**config.mk**
```make
export PLATFORM = sky130hd
export DESIGN_NAME = expr_result_unpacker
export DESIGN_NICKNAME = d
export VERILOG_FILES = /design/src/rtl/expr_result_unpacker.sv
export SDC_FILE = /design/constraint.sdc
export NUM_CORES = 1
export LEC_CHECK = 0
export CELL_PAD_IN_SITES_DETAIL_PLACEMENT = 1
export CELL_PAD_IN_SITES_GLOBAL_PLACEMENT = 1
export CORE_AREA = 5 5 150 152
export DETAILED_ROUTE_END_ITERATION = 10
export DIE_AREA = 0 0 155 157
export HOLD_SLACK_MARGIN = 0.15
export PLACE_DENSITY_LB_ADDON = 0.1
export SLEW_MARGIN = 20
export SYNTH_ARGS = -nofsm -noshare
export SYNTH_HDL_FRONTEND = slang
export SYNTH_SLANG_ARGS = --single-unit
```
**constraint.sdc**
```tcl
create_clock -name clk -period 17.4 [get_ports clk]
set_clock_uncertainty 0.05 [all_clocks]
set_input_delay 1.74 -clock clk [delete_from_list [all_inputs] [get_ports clk]]
set_output_delay 1.74 -clock clk [all_outputs]
set_load 0.005 [all_outputs]
```
**src/rtl/expr_result_unpacker.sv**
```systemverilog
// Unpacks a 90-bit vector of eighteen 4/5/6-bit fields into one field per beat,
// with sign or zero extension to 8 bits. A single vector is held while it streams.
module expr_result_unpacker #(
    // Value frame_cnt takes on reset; non-zero only to preload the wrap point.
    parameter logic [15:0] FrameCntInit = 16'h0000
) (
    input  logic        clk,
    input  logic        rst_n,
    input  logic        in_valid,
    output logic        in_ready,
    input  logic [89:0] in_data,
    output logic        out_valid,
    input  logic        out_ready,
    output logic [4:0]  out_idx,
    output logic [7:0]  out_data,
    output logic [2:0]  out_width,
    output logic        out_last,
    output logic [15:0] frame_cnt
);

    typedef enum logic [0:0] {StIdle, StStream} state_e;

    localparam logic [4:0] LastIdx = 5'd17;

    state_e      state_q;
    logic [89:0] hold_q;
    logic [4:0]  idx_q;
    logic [15:0] frame_cnt_q;
    logic        in_ready_q;
    logic        out_valid_q;

    logic [4:0]  pos;
    logic [6:0]  grp_off;
    logic [6:0]  fld_off;
    logic [6:0]  base;
    logic [2:0]  wid;
    logic        sgn;
    logic [5:0]  top6;
    logic [5:0]  raw;
    logic [7:0]  ext;

    // Capture/stream FSM; handshake outputs are registered alongside the state.
    always_ff @(posedge clk) begin
        if (!rst_n) begin
            state_q     <= StIdle;
            hold_q      <= '0;
            idx_q       <= '0;
            frame_cnt_q <= FrameCntInit;
            in_ready_q  <= 1'b1;
            out_valid_q <= 1'b0;
        end else begin
            unique case (state_q)
                StIdle: begin
                    if (in_valid) begin
                        hold_q      <= in_data;
                        idx_q       <= '0;
                        state_q     <= StStream;
                        in_ready_q  <= 1'b0;
                        out_valid_q <= 1'b1;
                    end
                end
                StStream: begin
                    if (out_ready) begin
                        if (idx_q == LastIdx) begin
                            idx_q       <= '0;
                            state_q     <= StIdle;
                            frame_cnt_q <= frame_cnt_q + 16'd1;
                            in_ready_q  <= 1'b1;
                            out_valid_q <= 1'b0;
                        end else begin
                            idx_q <= idx_q + 5'd1;
                        end
                    end
                end
                default: begin
                    state_q     <= StIdle;
                    in_ready_q  <= 1'b1;
                    out_valid_q <= 1'b0;
                end
            endcase
        end
    end

    // Locate the current field: 30-bit group, position in group, then extend.
    always_comb begin
        if (idx_q < 5'd6) begin
            pos     = idx_q;
            grp_off = 7'd0;
        end else if (idx_q < 5'd12) begin
            pos     = idx_q - 5'd6;
            grp_off = 7'd30;
        end else begin
            pos     = idx_q - 5'd12;
            grp_off = 7'd60;
        end
        case (pos)
            5'd0:    begin fld_off = 7'd0;  wid = 3'd4; sgn = 1'b0; end
            5'd1:    begin fld_off = 7'd4;  wid = 3'd5; sgn = 1'b0; end
            5'd2:    begin fld_off = 7'd9;  wid = 3'd6; sgn = 1'b0; end
            5'd3:    begin fld_off = 7'd15; wid = 3'd4; sgn = 1'b1; end
            5'd4:    begin fld_off = 7'd19; wid = 3'd5; sgn = 1'b1; end
            5'd5:    begin fld_off = 7'd24; wid = 3'd6; sgn = 1'b1; end
            default: begin fld_off = 7'd0;  wid = 3'd4; sgn = 1'b0; end
        endcase
        base = 7'd89 - grp_off - fld_off;
        // Take six bits starting at the field MSB, then drop the excess LSBs.
        top6 = hold_q[base -: 6];
        raw  = top6 >> (3'd6 - wid);
        ext  = {2'b00, raw};
        if (sgn && top6[5]) begin
            ext = ext | (8'hFF << wid);
        end
    end

    assign in_ready  = in_ready_q;
    assign out_valid = out_valid_q;
    assign out_idx   = out_valid_q ? idx_q : 5'd0;
    assign out_data  = out_valid_q ? ext : 8'd0;
    assign out_width = out_valid_q ? wid : 3'd0;
    assign out_last  = out_valid_q && (idx_q == LastIdx);
    assign frame_cnt = frame_cnt_q;

endmodule

```
==> reports/results.txt, run 1 <==
Inserted Clock Buffers -> 17
Worst path cell trace -> inv_1, ha_1, and3_1, a221oi_4, o221a_1, buf_4, nand2_1, nand2_1, ha_2, buf_4, inv_2, fa_1, buf_4, inv_1, nor2_1, buf_4, a31oi_1, and4b_1, a211o_1, a222oi_1, a22oi_1, mux2i_1, o22ai_1, clkdlybuf4s50_1
Layout cell share with drive strength beyond 1 -> 8.56%
Initial antenna violation count -> 0
Placement Setup Slack -> 7.66 ns
Post-synth net total -> 1291
I/O pin cnt -> 129
WP data required -> 15.61 ns
Psw -> 0.000260 W
Gpl congestion -> 0.973
Die Span X -> 155 µm
#FFs+latches synth -> 114
Delay of the slowest critical-path stage -> 0.74 ns
Int Power -> 0.000562 W
Final HPWL DP -> 23.0 mm
Clk sinks -> 114
Final period util -> 60.4%
Routed Wire Length -> 32.9 mm
PostCTS Resize Cnt -> 0
Switching Share -> 31.6%
Grt ovf -> 0
Post-route ant nets -> 0
GRT Overall Usage -> 26.7%
Starting Density -> 43.2%
RR Endpoint -> frame_cnt[15]$_SDFFE_PN0P_
Fin. Hold Viols -> 0
N_diodes -> 0
Crit-path most repeated cell -> buf_4
Area leader, netlist -> dfxtp_1
Hold Buf Count CTS -> 0
Final-report max-slew violation count -> 0
First DRT Iteration DRCs -> 875
Async SR Flop Fraction -> 0%
Slowest cell on the critical path -> a222oi_1
Crit. Startpoint -> idx_q[3]$_SDFFE_PN0P_
Worst R2R Setup Slack -> 14.73 ns
Synth Instances -> 1178
Via/cell ratio -> 6.23
Vias -> 9573
Site Rows -> 53
Worst EP arrival -> 8.72 ns
Post-synth top flop -> dfxtp_1
CTS tree -> built
Area of the multi-input gates -> 0.00627 mm²
RSZ-0062 raised after global routing -> false
First drt pass iteration count -> 5
Vias in the first global route -> 9473
WHS Path Cells -> 2
Post-route setup TNS -> 0 ns
Status -> completed
P&R area growth vs syn -> 21.7%
Final min period -> 10.51 ns
Hold_sp -> hold_q[62]$_SDFFE_PN0P_
Static Leak -> 4.03 nW
Top cells by count, synth -> 282 x nand2_1, 114 x dfxtp_1, 92 x a21boi_0
Total die area -> 0.0243 mm²
Kind of critical path -> reg -> out
FF+latch area -> 0.00228 mm²
Main area contributors after synthesis -> dfxtp_1 25%, nand2_1 12%, a21boi_0 7.6%
Core area -> 0.0209 mm²
Max Freq -> 95.1 MHz
DR DRC count -> 0
Global-route wire length before repair -> 52.4 mm
Final setup viols -> 0
Netlist cell types -> 81
WHS Endpoint -> hold_q[62]$_SDFFE_PN0P_
Crit start category -> register
Largest net degree at the start of global routing -> 112
Post-Syn Area per Cell -> 7.67 µm²
Top-area cell type share of the netlist area -> 25.3%
Pwr/cell area -> 74.8 mW/mm²
Register area share after synthesis -> 25.3%
Root Buffer -> clkbuf_16
Max rail drop VDD -> 0.0000533 V
R2R cell count -> 9
Cell Area, Synth -> 0.00903 mm²
Crit Path Max Fanout -> 58
Max Cap Viol -> 0
Most common cell in the netlist -> nand2_1
Clk slew on worst S/H paths -> 0.06 ns
Clock latency on the worst-skew pair -> 0.42 ns
Fin nets -> 1361
Max clock buf depth -> 2
H-tree depth -> 4
WL per Instance -> 21.5 µm
Final Worst Setup Slack -> 6.89 ns
I/O Buffers -> 128
Number of fill cells -> 2555
R2R Path Start -> idx_q[0]$_SDFFE_PN0P_
Seq pwr share -> 35.6%
Hold Path Class -> reg -> reg
EDFF count, synth -> 0
Comb pwr share -> 20.6%
Yosys warns -> 0
Clock group share of total power -> 43.8%
Worst slew margin -> 31.6%
Number of buffers added for setup after CTS -> 0
Crit path capture type -> output port
Slew @ Worst Pin -> 1.02 ns
Die height -> 157 µm
[registers in the layout (all words and copies together) (netlist names)]
name / flops
out_valid: 1
frame_cnt: 16
state_q: 1
in_ready: 1
idx_q: 5
hold_q: 90
[kinds of logic after synthesis]
logic type                 Yosys count  share of synthesized area (%)
xor gates and xnor gates            26                           2.52
and+or+nand+nor                    490                           24.1
AOI/OAI and AO/OA                  320                           26.0
muxes                               90                           13.5
DFF                                114                           25.3
buffers and inverters              119                           5.82
adders and majority gates           19                           2.71
[cell usage in the layout, fill, tap and decap left out, types with 21 or more instances in the layout]
| master | netlist | layout |
|---|---|---|
| o21ai_0 | 47 | 47 |
| clkdlybuf4s50_1 | 0 | 127 |
| nand2_1 | 282 | 282 |
| mux2i_1 | 48 | 48 |
| a21oi_1 | 32 | 32 |
| and2_1 | 21 | 21 |
| a21boi_0 | 92 | 92 |
| nand3_1 | 64 | 64 |
| mux4_2 | 24 | 24 |
| xnor2_1 | 23 | 22 |
| nor2_1 | 48 | 47 |
| inv_1 | 23 | 23 |
| dfxtp_1 | 114 | 114 |
[metal layers]
layer / share of wire, % / GRT usage (%) / vias to the layer above
met4: 3.0 / 9.88 / 0
li1: - / - / 4434
met5: 0 / 0 / -
met1: 42 / 34.6 / 4604
met2: 47 / 43.8 / 455
met3: 8.3 / 5.69 / 80
[critical path: cells and delay by family (launching register included)]
| family | cells | cell delay (ns) |
|---|---|---|
| AOI/OAI and AO/OA | 7 | 2.06 |
| and+or+nand+nor | 5 | 1.21 |
| adders and majority gates | 3 | 1.16 |
| buffers and inverters | 8 | 3.08 |
| DFF | 1 | 0.54 |
| muxes | 1 | 0.19 |
[cell type report]
type                    instances  share of cell area (%)
clock buffers                  17                    3.87
inverters                      25                   0.854
clock inverters                15                    1.55
repair buffers                145                    12.8
flip-flops and latches        114                    20.8
well taps                     275                    3.13
multi-input cells             945                    57.1
[power by group through the flow]
stage	Combinational, W	Clock (W)	Sequential [W]
after floorplan	0.000106	0	0.000289
after global placement	0.000164	0	0.000297
after detailed placement	0.000166	0	0.000298
after CTS	0.000167	0.000366	0.000292
after global routing	0.000183	0.000380	0.000294
final	0.000170	0.000360	0.000292
[per-stage QoR]
step                      instance area (µm²)  std cells  hold slack, ns  power [W]  utilization [%]
after global routing                    11000       1536           0.475   0.000858             52.6
after detailed placement                10400       1504           0.454   0.000464             49.8
final                                   11000       1536           0.450   0.000822             52.6
after floorplan                          9030       1178           0.401   0.000395                -
after CTS                               11000       1536           0.452   0.000825             52.6
after global placement                  10400       1504           0.430   0.000461             49.8
[worst max-delay path by stage]
stage | slack (ns) | end | cells after the start
2_1_floorplan | 9.41 | out_data[0] | 26
3_3_place_gp | 7.93 | out_data[0] | 24
3_5_place_dp | 7.66 | out_data[0] | 24
4_1_cts | 7.17 | out_data[0] | 24
5_1_grt | 6.59 | out_data[0] | 24
6_report | 6.89 | out_data[0] | 24
No activity file was read; power rests on OpenSTA's default activity.
==> run 2, diff against run 1 <==
--- a/config.mk
+++ b/config.mk
@@ -7,9 +7,9 @@
 export LEC_CHECK = 0
 export CELL_PAD_IN_SITES_DETAIL_PLACEMENT = 1
 export CELL_PAD_IN_SITES_GLOBAL_PLACEMENT = 1
-export CORE_AREA = 5 5 150 152
+export CORE_AREA = 5 5 155 157
 export DETAILED_ROUTE_END_ITERATION = 10
-export DIE_AREA = 0 0 155 157
+export DIE_AREA = 0 0 160 162
 export HOLD_SLACK_MARGIN = 0.15
 export PLACE_DENSITY_LB_ADDON = 0.1
 export SLEW_MARGIN = 20
==> constraint.sdc (replaced) <==
create_clock -name clk -period 10.09 [get_ports clk]
set_clock_uncertainty 0.05 [all_clocks]
set_input_delay 1.009 -clock clk [delete_from_list [all_inputs] [get_ports clk]]
set_output_delay 1.009 -clock clk [all_outputs]
set_load 0.005 [all_outputs]
==> run 2 against run 1 <==
Effect of this change:
- via count down 0.79%
- setup slack worse by 5.0 ns
- total power up 71%
- clock power up 70%
- design area about the same
- largest cell class unchanged
- flip-flop and latch count unchanged
- largest power group unchanged
- sequential power up 73%
- utilization down 3.4 points
- non-clock buffer count up 1
- highest routed layer unchanged
- routed wire length up 1.2%
- hold slack worse by 0.00054 ns
==> reports/results.txt, run 2 (synthesis results as in run 1) <==
Status -> completed
Commonest cells after routing, fill and taps aside -> 282 x nand2_1, 127 x clkdlybuf4s50_1, 114 x dfxtp_1
Core area -> 0.0224 mm²
Final HPWL DP -> 23.0 mm
Max Freq -> 122 MHz
GRT Overall Usage -> 25.4%
Delay of the slowest critical-path stage -> 0.93 ns
Slew @ Worst Pin -> 1.12 ns
Final Worst Setup Slack -> 1.90 ns
Grt ovf -> 0
Die height -> 162 µm
WP data required -> 9.03 ns
Final setup viols -> 0
Static Leak -> 4.04 nW
Global-route wire length before repair -> 53.4 mm
Slowest cell on the critical path -> nor2_1
Max clock buf depth -> 2
First DRT Iteration DRCs -> 822
DR DRC count -> 0
Number of buffers added for setup after CTS -> 0
PostCTS Resize Cnt -> 0
Final period util -> 81.2%
Clk sinks -> 114
CTS tree -> built
Site Rows -> 55
Inserted Clock Buffers -> 17
Worst EP arrival -> 7.13 ns
I/O Buffers -> 128
H-tree depth -> 4
Placed cells -> 1515
First drt pass iteration count -> 8
Pwr/cell area -> 128 mW/mm²
Clk slew on worst S/H paths -> 0.07 ns
Final non-filler cell total -> 1547
Total die area -> 0.0259 mm²
Most flops, register -> hold_q
Largest net degree at the start of global routing -> 112
Most common cell after layout, fill and taps aside -> nand2_1
Max reg flops -> 90
Post-route ant nets -> 0
Clock latency on the worst-skew pair -> 0.43 ns
Max rail drop VDD -> 0.0000981 V
Root Buffer -> clkbuf_16
Worst slew margin -> 25.3%
Crit path capture type -> output port
Buf/Inv on CP -> 4
Final min period -> 8.19 ns
Cell family with most CP delay -> compound AO/OA/AOI/OAI gates
Placement Setup Slack -> 2.61 ns
Vias -> 9497
Final-report max-slew violation count -> 0
Fin. Hold Viols -> 0
Initial antenna violation count -> 0
Hold Path Class -> reg -> reg
WL per Instance -> 21.6 µm
I/O pin cnt -> 129
N_diodes -> 0
Max Cap Viol -> 0
Vias in the first global route -> 9538
Kind of critical path -> reg -> out
Routed Wire Length -> 33.4 mm
Crit start category -> register
Starting Density -> 40.4%
Fin nets -> 1362
RSZ-0062 raised after global routing -> false
Worst hold margin -> 0.449 ns
Post-route setup TNS -> 0 ns
Die Span X -> 160 µm
Crit Path Max Fanout -> 19
Hold Buf Count CTS -> 0
Layout cell share with drive strength beyond 1 -> 8.56%
Gpl congestion -> 0.971
Worst path cell trace -> inv_1, ha_1, and3_1, a221oi_4, o221a_1, nand2_1, nand2_1, ha_2, inv_2, fa_1, inv_1, nor2_1, o21ai_0, and4b_1, a211o_1, a222oi_1, a22oi_1, mux2i_1, o22ai_1, clkdlybuf4s50_1
Via/cell ratio -> 6.14
P&R area growth vs syn -> 21.8%
## run 2: cell type report
cell class | instances | area (µm²)
fillers | 2712 | 11400
multi-input cells | 945 | 6270
flip-flops and latches | 114 | 2280
repair buffers | 146 | 1410
clock buffers | 17 | 425
well taps | 285 | 357
clock inverters | 15 | 161
inverters | 25 | 93.8
## run 2: metal layers
| layer | vias up | GRT usage [%] | part of all wire, % | wire length (µm) |
|---|---|---|---|---|
| met2 | 386 | 42.6 | 48 | 16100 |
| met1 | 4629 | 33.3 | 43 | 14300 |
| li1 | 4431 | - | - | - |
| met4 | 0 | 6.69 | 1.8 | 590 |
| met5 | - | 0 | 0 | 0 |
| met3 | 51 | 5.35 | 7.2 | 2410 |
## run 2: metrics by stage
stage	instance area (µm²)	total power, W	util (%)
after floorplan	9030	0.000681	-
after global placement	10400	0.000798	46.6
after detailed placement	10400	0.000802	46.6
after CTS	11000	0.00142	49.2
after global routing	11000	0.00147	49.2
final	11000	0.00141	49.2
## run 2: path summary, 6_finish.rpt
path / startpoint / slack, ns / cells past startpoint / to
max: idx_q[2]$_SDFFE_PN0P_ / 1.90 / 20 / out_data[0]
min: in_ready$_SDFFE_PN1P_ / 0.45 / 2 / in_ready$_SDFFE_PN1P_
max reg2reg: idx_q[0]$_SDFFE_PN0P_ / 7.31 / 9 / frame_cnt[15]$_SDFFE_PN0P_
min reg2reg: in_ready$_SDFFE_PN1P_ / 0.45 / 2 / in_ready$_SDFFE_PN1P_
## run 2: worst min-delay path, cell delays in order, from the launching register on
cell and delay, ns:
dfxtp_1 0.32, o21ai_0 0.09, nand2_1 0.06
## run 2: power breakdown
group          total [W]  internal, W  switching [W]
registers       0.000504     0.000472      0.0000315
logic           0.000295     0.000128       0.000167
clock network   0.000611     0.000351       0.000261
==> run 3, diff against run 2 <==
--- a/config.mk
+++ b/config.mk
@@ -7,9 +7,9 @@
 export LEC_CHECK = 0
 export CELL_PAD_IN_SITES_DETAIL_PLACEMENT = 1
 export CELL_PAD_IN_SITES_GLOBAL_PLACEMENT = 1
-export CORE_AREA = 5 5 155 157
+export CORE_AREA = 5 5 163 165
 export DETAILED_ROUTE_END_ITERATION = 10
-export DIE_AREA = 0 0 160 162
+export DIE_AREA = 0 0 168 170
 export HOLD_SLACK_MARGIN = 0.15
 export PLACE_DENSITY_LB_ADDON = 0.1
 export SLEW_MARGIN = 20
==> constraint.sdc (replaced) <==
create_clock -name clk -period 7.2 [get_ports clk]
set_clock_uncertainty 0.05 [all_clocks]
set_input_delay 0.72 -clock clk [delete_from_list [all_inputs] [get_ports clk]]
set_output_delay 0.72 -clock clk [all_outputs]
set_load 0.005 [all_outputs]
==> run 3 against run 2 <==
Effect of this change:
- combinational power up 47%
- flip-flop and latch count unchanged
- highest routed layer unchanged
- die area up 10%
- clock-buffer cell count unchanged
- first-iteration DRC count down 29%
- setup slack worse by 1.6 ns
- critical path type unchanged
- routed wire length up 5.4%
- utilization down 3.7 points
==> reports/results.txt, run 3 (synthesis results as in run 1) <==
Crit start category -> register
WL per Instance -> 21.8 µm
Pwr/cell area -> 178 mW/mm²
Worst R2R Setup Slack -> 4.43 ns
Final-report max-slew violation count -> 0
Comb pwr share -> 21.5%
Clk sinks -> 114
Max rail drop VDD -> 0.000140 V
Psw -> 0.000670 W
RSZ-0062 raised after global routing -> false
Commonest cells after routing, fill and taps aside -> 282 x nand2_1, 127 x clkdlybuf4s50_1, 111 x dfxtp_1
Kind of critical path -> reg -> out
Worst slew margin -> 28.2%
Crit Path Max Fanout -> 15
Site Rows -> 58
Layout cell share with drive strength beyond 1 -> 11.4%
Total die area -> 0.0286 mm²
Routed Wire Length -> 35.2 mm
Fin nets -> 1386
H-tree depth -> 4
Final HPWL DP -> 25.3 mm
First DRT Iteration DRCs -> 582
WP data required -> 6.43 ns
Max Cap Viol -> 0
GRT Overall Usage -> 24.2%
Max Freq -> 145 MHz
Worst EP arrival -> 6.12 ns
Vias -> 9557
Status -> completed
DR DRC count -> 0
Largest net degree at the start of global routing -> 112
Final min period -> 6.89 ns
I/O Buffers -> 128
Inserted Clock Buffers -> 17
Vias in the first global route -> 9623
P&R area growth vs syn -> 25.4%
Die height -> 170 µm
Static Leak -> 4.17 nW
Max reg flops -> 90
Most flops, register -> hold_q
First drt pass iteration count -> 5
Worst hold margin -> 0.445 ns
Most common cell after layout, fill and taps aside -> nand2_1
Switching Share -> 33.2%
Via/cell ratio -> 5.91
Initial antenna violation count -> 0
Max clock buf depth -> 2
Grt ovf -> 0
Starting Density -> 36.3%
Hold Path Class -> reg -> reg
Fin. Hold Viols -> 0
I/O pin cnt -> 129
Global-route wire length before repair -> 55.5 mm
CTS tree -> built
N_diodes -> 0
Clock latency on the worst-skew pair -> 0.43 ns
Seq pwr share -> 35.0%
Slew @ Worst Pin -> 1.08 ns
Crit path capture type -> output port
Post-route ant nets -> 0
Gpl congestion -> 0.945
Die Span X -> 168 µm
Clk slew on worst S/H paths -> 0.06 ns
Root Buffer -> clkbuf_16
Util after Layout -> 45.5%
Int Power -> 0.00135 W
Final setup viols -> 0
Core area -> 0.0249 mm²
Post-route setup TNS -> 0 ns
Hold Buf Count CTS -> 0
Final period util -> 95.7%
Clock group share of total power -> 43.5%
==> run 3: per-stage QoR <==
step,worst slack [ns],cell area [µm²],total power [W],cells
floorplan,0.230,9030,0.000955,1178
CTS,0.112,11300,0.00203,1612
global route,0.00322,11300,0.00211,1616
detailed placement,0.382,10600,0.00114,1579
global placement,0.350,10600,0.00114,1579
finish,0.312,11300,0.00202,1616
==> run 3: worst paths after layout <==
check	start	endpoint	cells after the start
worst min-delay path	hold_q[8]$_SDFFE_PN0P_	hold_q[8]$_SDFFE_PN0P_	2
worst max register to register	idx_q[0]$_SDFFE_PN0P_	frame_cnt[15]$_SDFFE_PN0P_	9
worst max-delay path	idx_q[3]$_SDFFE_PN0P_	out_data[0]	24
worst min register to register	hold_q[8]$_SDFFE_PN0P_	hold_q[8]$_SDFFE_PN0P_	2
==> run 3: final cells by class <==
type / instances / area [µm²]
tap: 330 / 413
sequential: 114 / 2290
clock buffer: 17 / 425
fill: 2994 / 13600
inverter: 25 / 93.8
timing repair buffer: 170 / 1610
clock inverter: 15 / 160
multi-input combinational: 945 / 6340
==> run 3: power by group through the flow <==
| stage | clock [W] | combinational [W] | sequential, W |
|---|---|---|---|
| after floorplan | 0 | 0.000256 | 0.000699 |
| after global placement | 0 | 0.000420 | 0.000719 |
| after detailed placement | 0 | 0.000422 | 0.000720 |
| after CTS | 0.000898 | 0.000427 | 0.000706 |
| after global routing | 0.000928 | 0.000470 | 0.000711 |
| final | 0.000876 | 0.000434 | 0.000706 |
==> run 3: per-layer routing <==
metal,part of all wire (%),vias to the layer above,GRT usage (%)
li1,-,4478,-
met1,44,4691,32.4
met2,47,336,39.9
met3,6.7,52,5.06
met4,2.0,0,6.32
met5,0,-,0
==> run 3: critical path, stage by stage, from the launching register on <==
cell,delay [ns]
dfxtp_2,0.45
inv_1,0.14
ha_1,0.34
and3_1,0.22
a221oi_4,0.26
o221a_1,0.26
nand2_1,0.06
nand2_1,0.09
ha_2,0.18
inv_2,0.05
fa_1,0.59
buf_4,0.24
buf_6,0.23
nand2_1,0.07
buf_4,0.20
or4_1,0.41
o311a_1,0.15
a32oi_1,0.21
o21ai_1,0.17
a222oi_1,0.27
buf_4,0.19
a22oi_2,0.10
mux2i_1,0.22
o22ai_1,0.11
clkdlybuf4s50_1,0.45
==> run 3: timing repair <==
action | CTS | global route
setup endpoints to repair | 5 | 7
setup buffers | 1 | 4
pin swaps | 1 | 1
gates resized for setup | 7 | 13
